**src/rtl/gcd_miter_pkg.sv**
```systemverilog
// Shared definitions for the GCD miter test sequencer.
// Contents:
//   state_e    - sequencer FSM states
//   LFSR_TAPS  - feedback mask of the 16-bit Fibonacci LFSR (taps 16,14,13,11)
//   lfsr_step  - one LFSR shift
//   nz         - maps a zero operand to 1 (zero makes a subtractive GCD spin forever)
package gcd_miter_pkg;

    typedef enum logic [2:0] {
        IDLE  = 3'd0,
        GEN   = 3'd1,
        LOAD  = 3'd2,
        RUN   = 3'd3,
        CHECK = 3'd4,
        DONE  = 3'd5
    } state_e;

    // Bit positions 15,13,12,10 correspond to taps 16,14,13,11.
    localparam logic [15:0] LFSR_TAPS = 16'hB400;

    function automatic logic [15:0] lfsr_step(input logic [15:0] s);
        return {s[14:0], ^(s & LFSR_TAPS)};
    endfunction

    // Operands narrower than 16 bits are zero-extended before the call, so the
    // zero test covers exactly the operand bits.
    function automatic logic [15:0] nz(input logic [15:0] v);
        return (v == 16'd0) ? 16'd1 : v;
    endfunction

endpackage

```
**src/rtl/gcd_opgen_lfsr.sv**
```systemverilog
// Pseudo-random operand generator for the GCD miter sequencer.
// A 16-bit Fibonacci LFSR advances when step=1 and yields two nonzero
// WIDTH-bit operands taken from the advanced value (WIDTH <= 16).
// Ports:
//   clk, rst   - rising-edge clock, synchronous active-high reset (loads SEED)
//   step       - advance the LFSR at this edge
//   op_a, op_b - operands derived from the next LFSR state (never zero)
module gcd_opgen_lfsr
    import gcd_miter_pkg::*;
#(
    parameter int          WIDTH = 6,
    parameter logic [15:0] SEED  = 16'hACE1
) (
    input  logic             clk,
    input  logic             rst,
    input  logic             step,
    output logic [WIDTH-1:0] op_a,
    output logic [WIDTH-1:0] op_b
);

    logic [15:0]      lfsr_r;
    logic [15:0]      lfsr_nxt_s;
    logic [WIDTH-1:0] raw_a_s;
    logic [WIDTH-1:0] raw_b_s;

    generate
        if (WIDTH <= 8) begin : g_one_step
            // Both operands fit in one advanced LFSR word.
            always_comb begin
                lfsr_nxt_s = lfsr_step(lfsr_r);
                raw_a_s    = lfsr_nxt_s[WIDTH-1:0];
                raw_b_s    = lfsr_nxt_s[2*WIDTH-1:WIDTH];
            end
        end else begin : g_two_step
            logic [15:0] mid_s;
            // Wide operands: A from the first step, B from the second.
            always_comb begin
                mid_s      = lfsr_step(lfsr_r);
                lfsr_nxt_s = lfsr_step(mid_s);
                raw_a_s    = mid_s[WIDTH-1:0];
                raw_b_s    = lfsr_nxt_s[WIDTH-1:0];
            end
        end
    endgenerate

    // Zero operands are forced to 1 before leaving the generator.
    always_comb begin
        op_a = WIDTH'(nz(16'(raw_a_s)));
        op_b = WIDTH'(nz(16'(raw_b_s)));
    end

    // LFSR state register; a nonzero seed keeps it out of the all-zero lockup.
    always_ff @(posedge clk) begin
        if (rst) begin
            lfsr_r <= SEED;
        end else if (step) begin
            lfsr_r <= lfsr_nxt_s;
        end else begin
            lfsr_r <= lfsr_r;
        end
    end

endmodule

```
**src/rtl/gcd_miter_seq.sv**
```systemverilog
// Test sequencer driving both GCD implementations of a miter.
// Per test it selects operands (directed or LFSR), holds the shared load strobe
// low for one LOAD cycle, waits for both valids (or a timeout), compares results
// and accumulates run statistics.
// Ports:
//   clk, rst                 - rising-edge clock, synchronous active-high reset
//   start                    - begin a run (honoured only in IDLE/DONE)
//   mode_ext, ext_a, ext_b   - 1: use ext_a/ext_b as operands, 0: use LFSR
//   Ain, Bin, nstart         - operands and active-low load strobe to both GCDs
//   Out_1/Out_2, valid_1/2   - results from the two implementations
//   busy, done               - run in progress / one-cycle completion pulse
//   test_count, fail_count   - tests completed / mismatches plus timeouts
//   timeout_seen             - sticky: a test hung during this run
//   first_fail_a/b           - operands of the first failing test
module gcd_miter_seq
    import gcd_miter_pkg::*;
#(
    parameter int          WIDTH     = 6,
    parameter int          NUM_TESTS = 16,
    parameter int          TIMEOUT   = 255,
    parameter logic [15:0] SEED      = 16'hACE1,
    localparam int         CW        = $clog2(NUM_TESTS + 1)
) (
    input  logic             clk,
    input  logic             rst,
    input  logic             start,
    input  logic             mode_ext,
    input  logic [WIDTH-1:0] ext_a,
    input  logic [WIDTH-1:0] ext_b,
    output logic [WIDTH-1:0] Ain,
    output logic [WIDTH-1:0] Bin,
    output logic             nstart,
    input  logic [WIDTH-1:0] Out_1,
    input  logic [WIDTH-1:0] Out_2,
    input  logic             valid_1,
    input  logic             valid_2,
    output logic             busy,
    output logic             done,
    output logic [CW-1:0]    test_count,
    output logic [CW-1:0]    fail_count,
    output logic             timeout_seen,
    output logic [WIDTH-1:0] first_fail_a,
    output logic [WIDTH-1:0] first_fail_b
);

    localparam int TW = $clog2(TIMEOUT + 1);

    state_e           state_r;
    state_e           state_nxt_s;

    logic [WIDTH-1:0] ain_r;
    logic [WIDTH-1:0] bin_r;
    logic             nstart_r;
    logic             busy_r;
    logic             done_r;
    logic [CW-1:0]    test_cnt_r;
    logic [CW-1:0]    fail_cnt_r;
    logic             tmo_seen_r;
    logic [WIDTH-1:0] ff_a_r;
    logic [WIDTH-1:0] ff_b_r;
    logic [TW-1:0]    tmo_cnt_r;
    logic             hang_r;

    logic             clr_stats_s;
    logic             gen_s;
    logic             clr_tmo_s;
    logic             inc_tmo_s;
    logic             set_hang_s;
    logic             check_s;
    logic             fail_s;
    logic [WIDTH-1:0] lfsr_a_s;
    logic [WIDTH-1:0] lfsr_b_s;
    logic [WIDTH-1:0] sel_a_s;
    logic [WIDTH-1:0] sel_b_s;

    gcd_opgen_lfsr #(
        .WIDTH (WIDTH),
        .SEED  (SEED)
    ) u_opgen (
        .clk   (clk),
        .rst   (rst),
        .step  (gen_s),
        .op_a  (lfsr_a_s),
        .op_b  (lfsr_b_s)
    );

    // Next-state logic and per-state datapath strobes.
    always_comb begin
        state_nxt_s = state_r;
        clr_stats_s = 1'b0;
        gen_s       = 1'b0;
        clr_tmo_s   = 1'b0;
        inc_tmo_s   = 1'b0;
        set_hang_s  = 1'b0;
        check_s     = 1'b0;
        case (state_r)
            IDLE, DONE: begin
                if (start) begin
                    state_nxt_s = GEN;
                    clr_stats_s = 1'b1;
                end else begin
                    state_nxt_s = state_r;
                end
            end
            GEN: begin
                gen_s       = 1'b1;
                state_nxt_s = LOAD;
            end
            LOAD: begin
                clr_tmo_s   = 1'b1;
                state_nxt_s = RUN;
            end
            RUN: begin
                if (valid_1 && valid_2) begin
                    state_nxt_s = CHECK;
                end else if (tmo_cnt_r == TW'(TIMEOUT)) begin
                    state_nxt_s = CHECK;
                    set_hang_s  = 1'b1;
                end else begin
                    inc_tmo_s   = 1'b1;
                end
            end
            CHECK: begin
                check_s = 1'b1;
                if (test_cnt_r == CW'(NUM_TESTS - 1)) begin
                    state_nxt_s = DONE;
                end else begin
                    state_nxt_s = GEN;
                end
            end
            default: begin
                state_nxt_s = IDLE;
            end
        endcase
    end

    // Operand source select; directed operands get the same zero fix as LFSR ones.
    always_comb begin
        if (mode_ext) begin
            sel_a_s = WIDTH'(nz(16'(ext_a)));
            sel_b_s = WIDTH'(nz(16'(ext_b)));
        end else begin
            sel_a_s = lfsr_a_s;
            sel_b_s = lfsr_b_s;
        end
    end

    // A hang counts as a failure regardless of whatever the outputs show.
    always_comb begin
        fail_s = hang_r | (Out_1 != Out_2);
    end

    // State register and control outputs, registered from the next state so
    // they line up with the state they describe.
    always_ff @(posedge clk) begin
        if (rst) begin
            state_r  <= IDLE;
            nstart_r <= 1'b0;
            busy_r   <= 1'b0;
            done_r   <= 1'b0;
        end else begin
            state_r  <= state_nxt_s;
            nstart_r <= (state_nxt_s == RUN) || (state_nxt_s == CHECK);
            busy_r   <= (state_nxt_s != IDLE) && (state_nxt_s != DONE);
            done_r   <= (state_nxt_s == DONE) && (state_r != DONE);
        end
    end

    // Operand registers: written in GEN, held through LOAD/RUN/CHECK.
    always_ff @(posedge clk) begin
        if (rst) begin
            ain_r <= {WIDTH{1'b0}};
            bin_r <= {WIDTH{1'b0}};
        end else if (gen_s) begin
            ain_r <= sel_a_s;
            bin_r <= sel_b_s;
        end else begin
            ain_r <= ain_r;
            bin_r <= bin_r;
        end
    end

    // Per-test RUN cycle counter and hang flag, both cleared in LOAD.
    always_ff @(posedge clk) begin
        if (rst) begin
            tmo_cnt_r <= {TW{1'b0}};
            hang_r    <= 1'b0;
        end else if (clr_tmo_s) begin
            tmo_cnt_r <= {TW{1'b0}};
            hang_r    <= 1'b0;
        end else if (inc_tmo_s) begin
            tmo_cnt_r <= tmo_cnt_r + TW'(1);
            hang_r    <= hang_r;
        end else if (set_hang_s) begin
            tmo_cnt_r <= tmo_cnt_r;
            hang_r    <= 1'b1;
        end else begin
            tmo_cnt_r <= tmo_cnt_r;
            hang_r    <= hang_r;
        end
    end

    // Run statistics: cleared on start, updated once per test in CHECK.
    always_ff @(posedge clk) begin
        if (rst || clr_stats_s) begin
            test_cnt_r <= {CW{1'b0}};
            fail_cnt_r <= {CW{1'b0}};
            tmo_seen_r <= 1'b0;
            ff_a_r     <= {WIDTH{1'b0}};
            ff_b_r     <= {WIDTH{1'b0}};
        end else if (check_s) begin
            if (test_cnt_r != CW'(NUM_TESTS)) begin
                test_cnt_r <= test_cnt_r + CW'(1);
            end else begin
                test_cnt_r <= test_cnt_r;
            end
            if (fail_s) begin
                if (fail_cnt_r != CW'(NUM_TESTS)) begin
                    fail_cnt_r <= fail_cnt_r + CW'(1);
                end else begin
                    fail_cnt_r <= fail_cnt_r;
                end
                tmo_seen_r <= tmo_seen_r | hang_r;
                // fail_cnt_r saturates rather than wraps, so zero means "no fail yet".
                if (fail_cnt_r == {CW{1'b0}}) begin
                    ff_a_r <= ain_r;
                    ff_b_r <= bin_r;
                end else begin
                    ff_a_r <= ff_a_r;
                    ff_b_r <= ff_b_r;
                end
            end else begin
                fail_cnt_r <= fail_cnt_r;
                tmo_seen_r <= tmo_seen_r;
                ff_a_r     <= ff_a_r;
                ff_b_r     <= ff_b_r;
            end
        end else begin
            test_cnt_r <= test_cnt_r;
            fail_cnt_r <= fail_cnt_r;
            tmo_seen_r <= tmo_seen_r;
            ff_a_r     <= ff_a_r;
            ff_b_r     <= ff_b_r;
        end
    end

    assign Ain          = ain_r;
    assign Bin          = bin_r;
    assign nstart       = nstart_r;
    assign busy         = busy_r;
    assign done         = done_r;
    assign test_count   = test_cnt_r;
    assign fail_count   = fail_cnt_r;
    assign timeout_seen = tmo_seen_r;
    assign first_fail_a = ff_a_r;
    assign first_fail_b = ff_b_r;

endmodule

```
**config.mk**
```make
export PLATFORM = sky130hd
export DESIGN_NAME = gcd_miter_seq
export DESIGN_NICKNAME = d
export VERILOG_FILES = /design/src/rtl/gcd_miter_pkg.sv /design/src/rtl/gcd_opgen_lfsr.sv /design/src/rtl/gcd_miter_seq.sv
export SDC_FILE = /design/constraint.sdc
export NUM_CORES = 1
export LEC_CHECK = 0
export CAP_MARGIN = 5
export CORE_MARGIN = 1
export CORE_UTILIZATION = 50
export DETAILED_ROUTE_END_ITERATION = 10
export GPL_ROUTABILITY_DRIVEN = 0
export PLACE_DENSITY_LB_ADDON = 0.08
export SYNTH_ARGS = -nofsm -noshare
export SYNTH_HDL_FRONTEND = slang
export SYNTH_SLANG_ARGS = --single-unit
```
**constraint.sdc**
```tcl
create_clock -name clk -period 2.3 [get_ports clk]
set_input_delay 0.23 -clock clk [delete_from_list [all_inputs] [get_ports clk]]
set_output_delay 0.23 -clock clk [all_outputs]
set_load 0.02 [all_outputs]
```
==> impl_metrics.ini <==
[status]
run_status = finished clean

[global_route]
gr-total-overflow = 0
first_global_vias = 2184
grt_max_degree = 37
wire_length_of_the_first_global_routing_pass_um = 9700
globalRouteTotalUtil = 0.200
number_of_antenna_violations_at_the_first_check_in_global_routing = 0

[drt]
drt-wirelength-per-cell_um = 12.4
first_iter_violations = 113
drt-vias-per-instance = 5.06
route.final.wire_length_um = 5850
post-route-drc-count = 0
drt_pass1_iterations = 4
ant_nets = 0
total_vias_in_the_final_route = 2383

[clocking]
clock_latency_ps = 340
hold_buffers = 0
cts-root-buf = clkbuf_8
post_cts.repair.setup_buffers = 0
cts.repair.resized = 0
numCtsBuffers = 9
htreeDepth = 3
clockBufferDepth = 2
cts_tree = done
cts.sink_count = 66
clk_pin_slew_worst_paths_ps = 70

[sta]
finalSetupViolCount = 0
layout_worst_path_cycle_share = 0.901
finalMaxSlewViolations = 0
setup_repair_after_global_routing_missed_its_margin = no
final.setup_skew_ps = 9.77
hold_viol_final = 0
postLayoutSetupSlackWorst_ps = 227
relSlewSlack = 0.484
worstMarginPinSlew_ps = 772
final_total_negative_setup_slack_ps = 0
post-route-min-period_ps = 2070
timing.fmax_mhz = 482

[finish]
final_net_count = 431
layout.filler_cells = 475
post_layout_inst_area_um2 = 3890
seqCellArea_um2 = 1320
flow.area_growth_from_synthesis_pct = 31.8
drive_gt1_frac = 0.0802
multiInputGateArea_um2 = 1520
diodes = 0

[synthesis]
synth_top_cell_area_share = 0.448
ys_ff_latch = 66
synthDominantAreaCellType = dfxtp_1
ys_top_cells_by_area = dfxtp_1 45%, mux2i_1 7.8%, nor2_1 6.6%, nand2_1 5.5%, a21oi_1 3.9%
yosysSeqAreaShare = 0.448
syn_area_per_cell_um2 = 9.02
synth.net_count = 363
yosysWarningCount = 0
synthesis.instances = 327
synth_flop_cell = dfxtp_1
asyncSetResetFlopFracSynth = 0
mappedNetlistArea_um2 = 2950
ys_types = 46
synth_enable_flop_cells = 0

[worst_setup_path]
end_kind = register
crit-reg2reg-launch = fail_count[0]
crit_path_top_delay_cell = a211oi_4
max_stage_delay_ps = 670
crit_path_max_fanout = 12
reg2reg_depth = 7
critical_path.cell_chain = inv_1 > ha_1 > nor3b_4 > nand2_2 > a211oi_4 > mux2i_1 > nor2_1
cp_num_buf_inv = 1
worst_ep_arrival_time_ps = 2300
timing.rr.end = first_fail_a[1]
critical_path.startpoint_type = register
setup.reg_to_reg.worst_slack_ps = 230
crit_type = reg2reg
worst_ep_required_time_ps = 2530
critPathTopFamily = compound AO/OA/AOI/OAI gates

[pwr]
power_frac_clock = 0.360
leakage_power_figure_uw = 0.00144
power.share.sequential = 0.469
highest_ir_drop_seen_on_vdd_v = 0.000473
power.density_nw_per_um2 = 715
combinational_share_of_power = 0.172
power_switching_uw = 746
switch_share = 0.268
cell_internal_pwr_uw = 2030

[placed_design]
pre_cts_slack_ps = 73.8
dpl.hpwl_um = 4320
place_area_um2 = 3680
port-buffer-count = 67

[min_path]
hold-path-cell-count = 2
hp-start = u_opgen.lfsr_r[11]
hold_end = u_opgen.lfsr_r[12]
worst_hold_path_type = reg2reg

[floorplan]
starting_density_of_the_core = 0.526
fp.dieH_um = 78.8
core_area_um2 = 5610
design.die.area_um2 = 6210
die-width_um = 78.8
num_io_pins = 68
fp-row-count = 27

[run]
maxCapViolCount = 0
## Yosys cell counts, drive strengths merged (2+ instances only)
master	n
ha	6
xnor2	12
buf	4
mux2i	23
a211oi	11
dfxtp	66
nand3b	7
a221oi	3
clkbuf	12
o21ai	3
a21oi	23
xor2	9
nand2	44
and2	2
nand3	5
inv	9
nor2	52
nand4	4
nand2b	3
nor3	8
nor3b	3
## through the flow
stage	util	hold WS [ps]	power, uW	instances
2_1_floorplan	-	432	1620	327
3_3_place_gp	0.657	441	1800	456
3_5_place_dp	0.657	441	1810	456
4_1_cts	0.693	453	2790	471
5_1_grt	0.693	478	2900	471
6_report	0.693	454	2780	471
## final cells by class
class                           instances  area share
Tap cell                               72      0.0232
Timing Repair Buffer                   73       0.184
Sequential cell                        66       0.340
Clock buffer                           13      0.0434
Clock inverter                          2     0.00901
Multi-Input combinational cell        236       0.392
Inverter                                9     0.00869
## layer usage
| metal | global-route usage | vias to the layer above | share of wire |
|---|---|---|---|
| met3 | 0.0402 | 11 | 0.040 |
| met2 | 0.304 | 49 | 0.44 |
| met4 | 0.104 | 0 | 0.022 |
| met5 | 0 | - | 0 |
| met1 | 0.266 | 1067 | 0.50 |
| li1 | - | 1256 | - |
## worst max path at each step
stage	from	to	slack, ps	cells past startpoint
CTS	fail_count[0]	first_fail_a[1]	220	7
finish	fail_count[0]	first_fail_a[1]	230	7
global placement	Out_1[3]	first_fail_b[2]	130	6
floorplan	fail_count[0]	first_fail_a[0]	550	8
detailed placement	Out_1[3]	first_fail_b[3]	70	6
global route	fail_count[0]	first_fail_a[1]	70	7
## cells by family after synthesis
family | count (synthesis) | share of synthesized area
AOI/OAI and AO/OA | 49 | 0.123
xor gates and xnor gates | 21 | 0.0623
adders and majority gates | 6 | 0.0254
buffers and inverters | 25 | 0.0356
DFF | 66 | 0.448
muxes | 24 | 0.0818
and+or+nand+nor | 136 | 0.224
## placed cells by master (no fill, tap or decap), types with 2 or more instances in the layout
master           count
a211oi_1            10
a21oi_1             23
a221oi_1             2
and2_1               2
buf_4                6
clkbuf_8            12
clkdlybuf4s50_1     67
dfxtp_1             66
ha_1                 6
inv_1                9
mux2i_1             23
nand2_1             43
nand2b_1             3
nand3_1              5
nand3b_1             7
nand4_1              4
nor2_1              52
nor3_1               7
nor3b_4              2
o21ai_0              2
xnor2_1             12
xor2_1               9
## flip-flops by register name (all words and copies together) (netlist names), 3 cells and up
register,count
Bin,6
first_fail_a,6
tmo_cnt_r,8
first_fail_b,6
state_r,3
fail_count,5
u_opgen.lfsr_r,16
Ain,6
test_count,5
## worst min-delay path: stages, from the launching register on
cell and delay [ps]:
dfxtp_1 310, nand2_1 50, a21oi_1 50
## power groups by stage
| stage | registers [uW] | logic (uW) | clock network, uW |
|---|---|---|---|
| final | 1300 | 477 | 999 |
| after global routing | 1310 | 527 | 1050 |
| after CTS | 1300 | 481 | 1010 |
| after detailed placement | 1330 | 479 | 0 |
| after global placement | 1320 | 472 | 0 |
| after floorplan | 1350 | 268 | 0 |
Power figures use the tool's default switching activity.
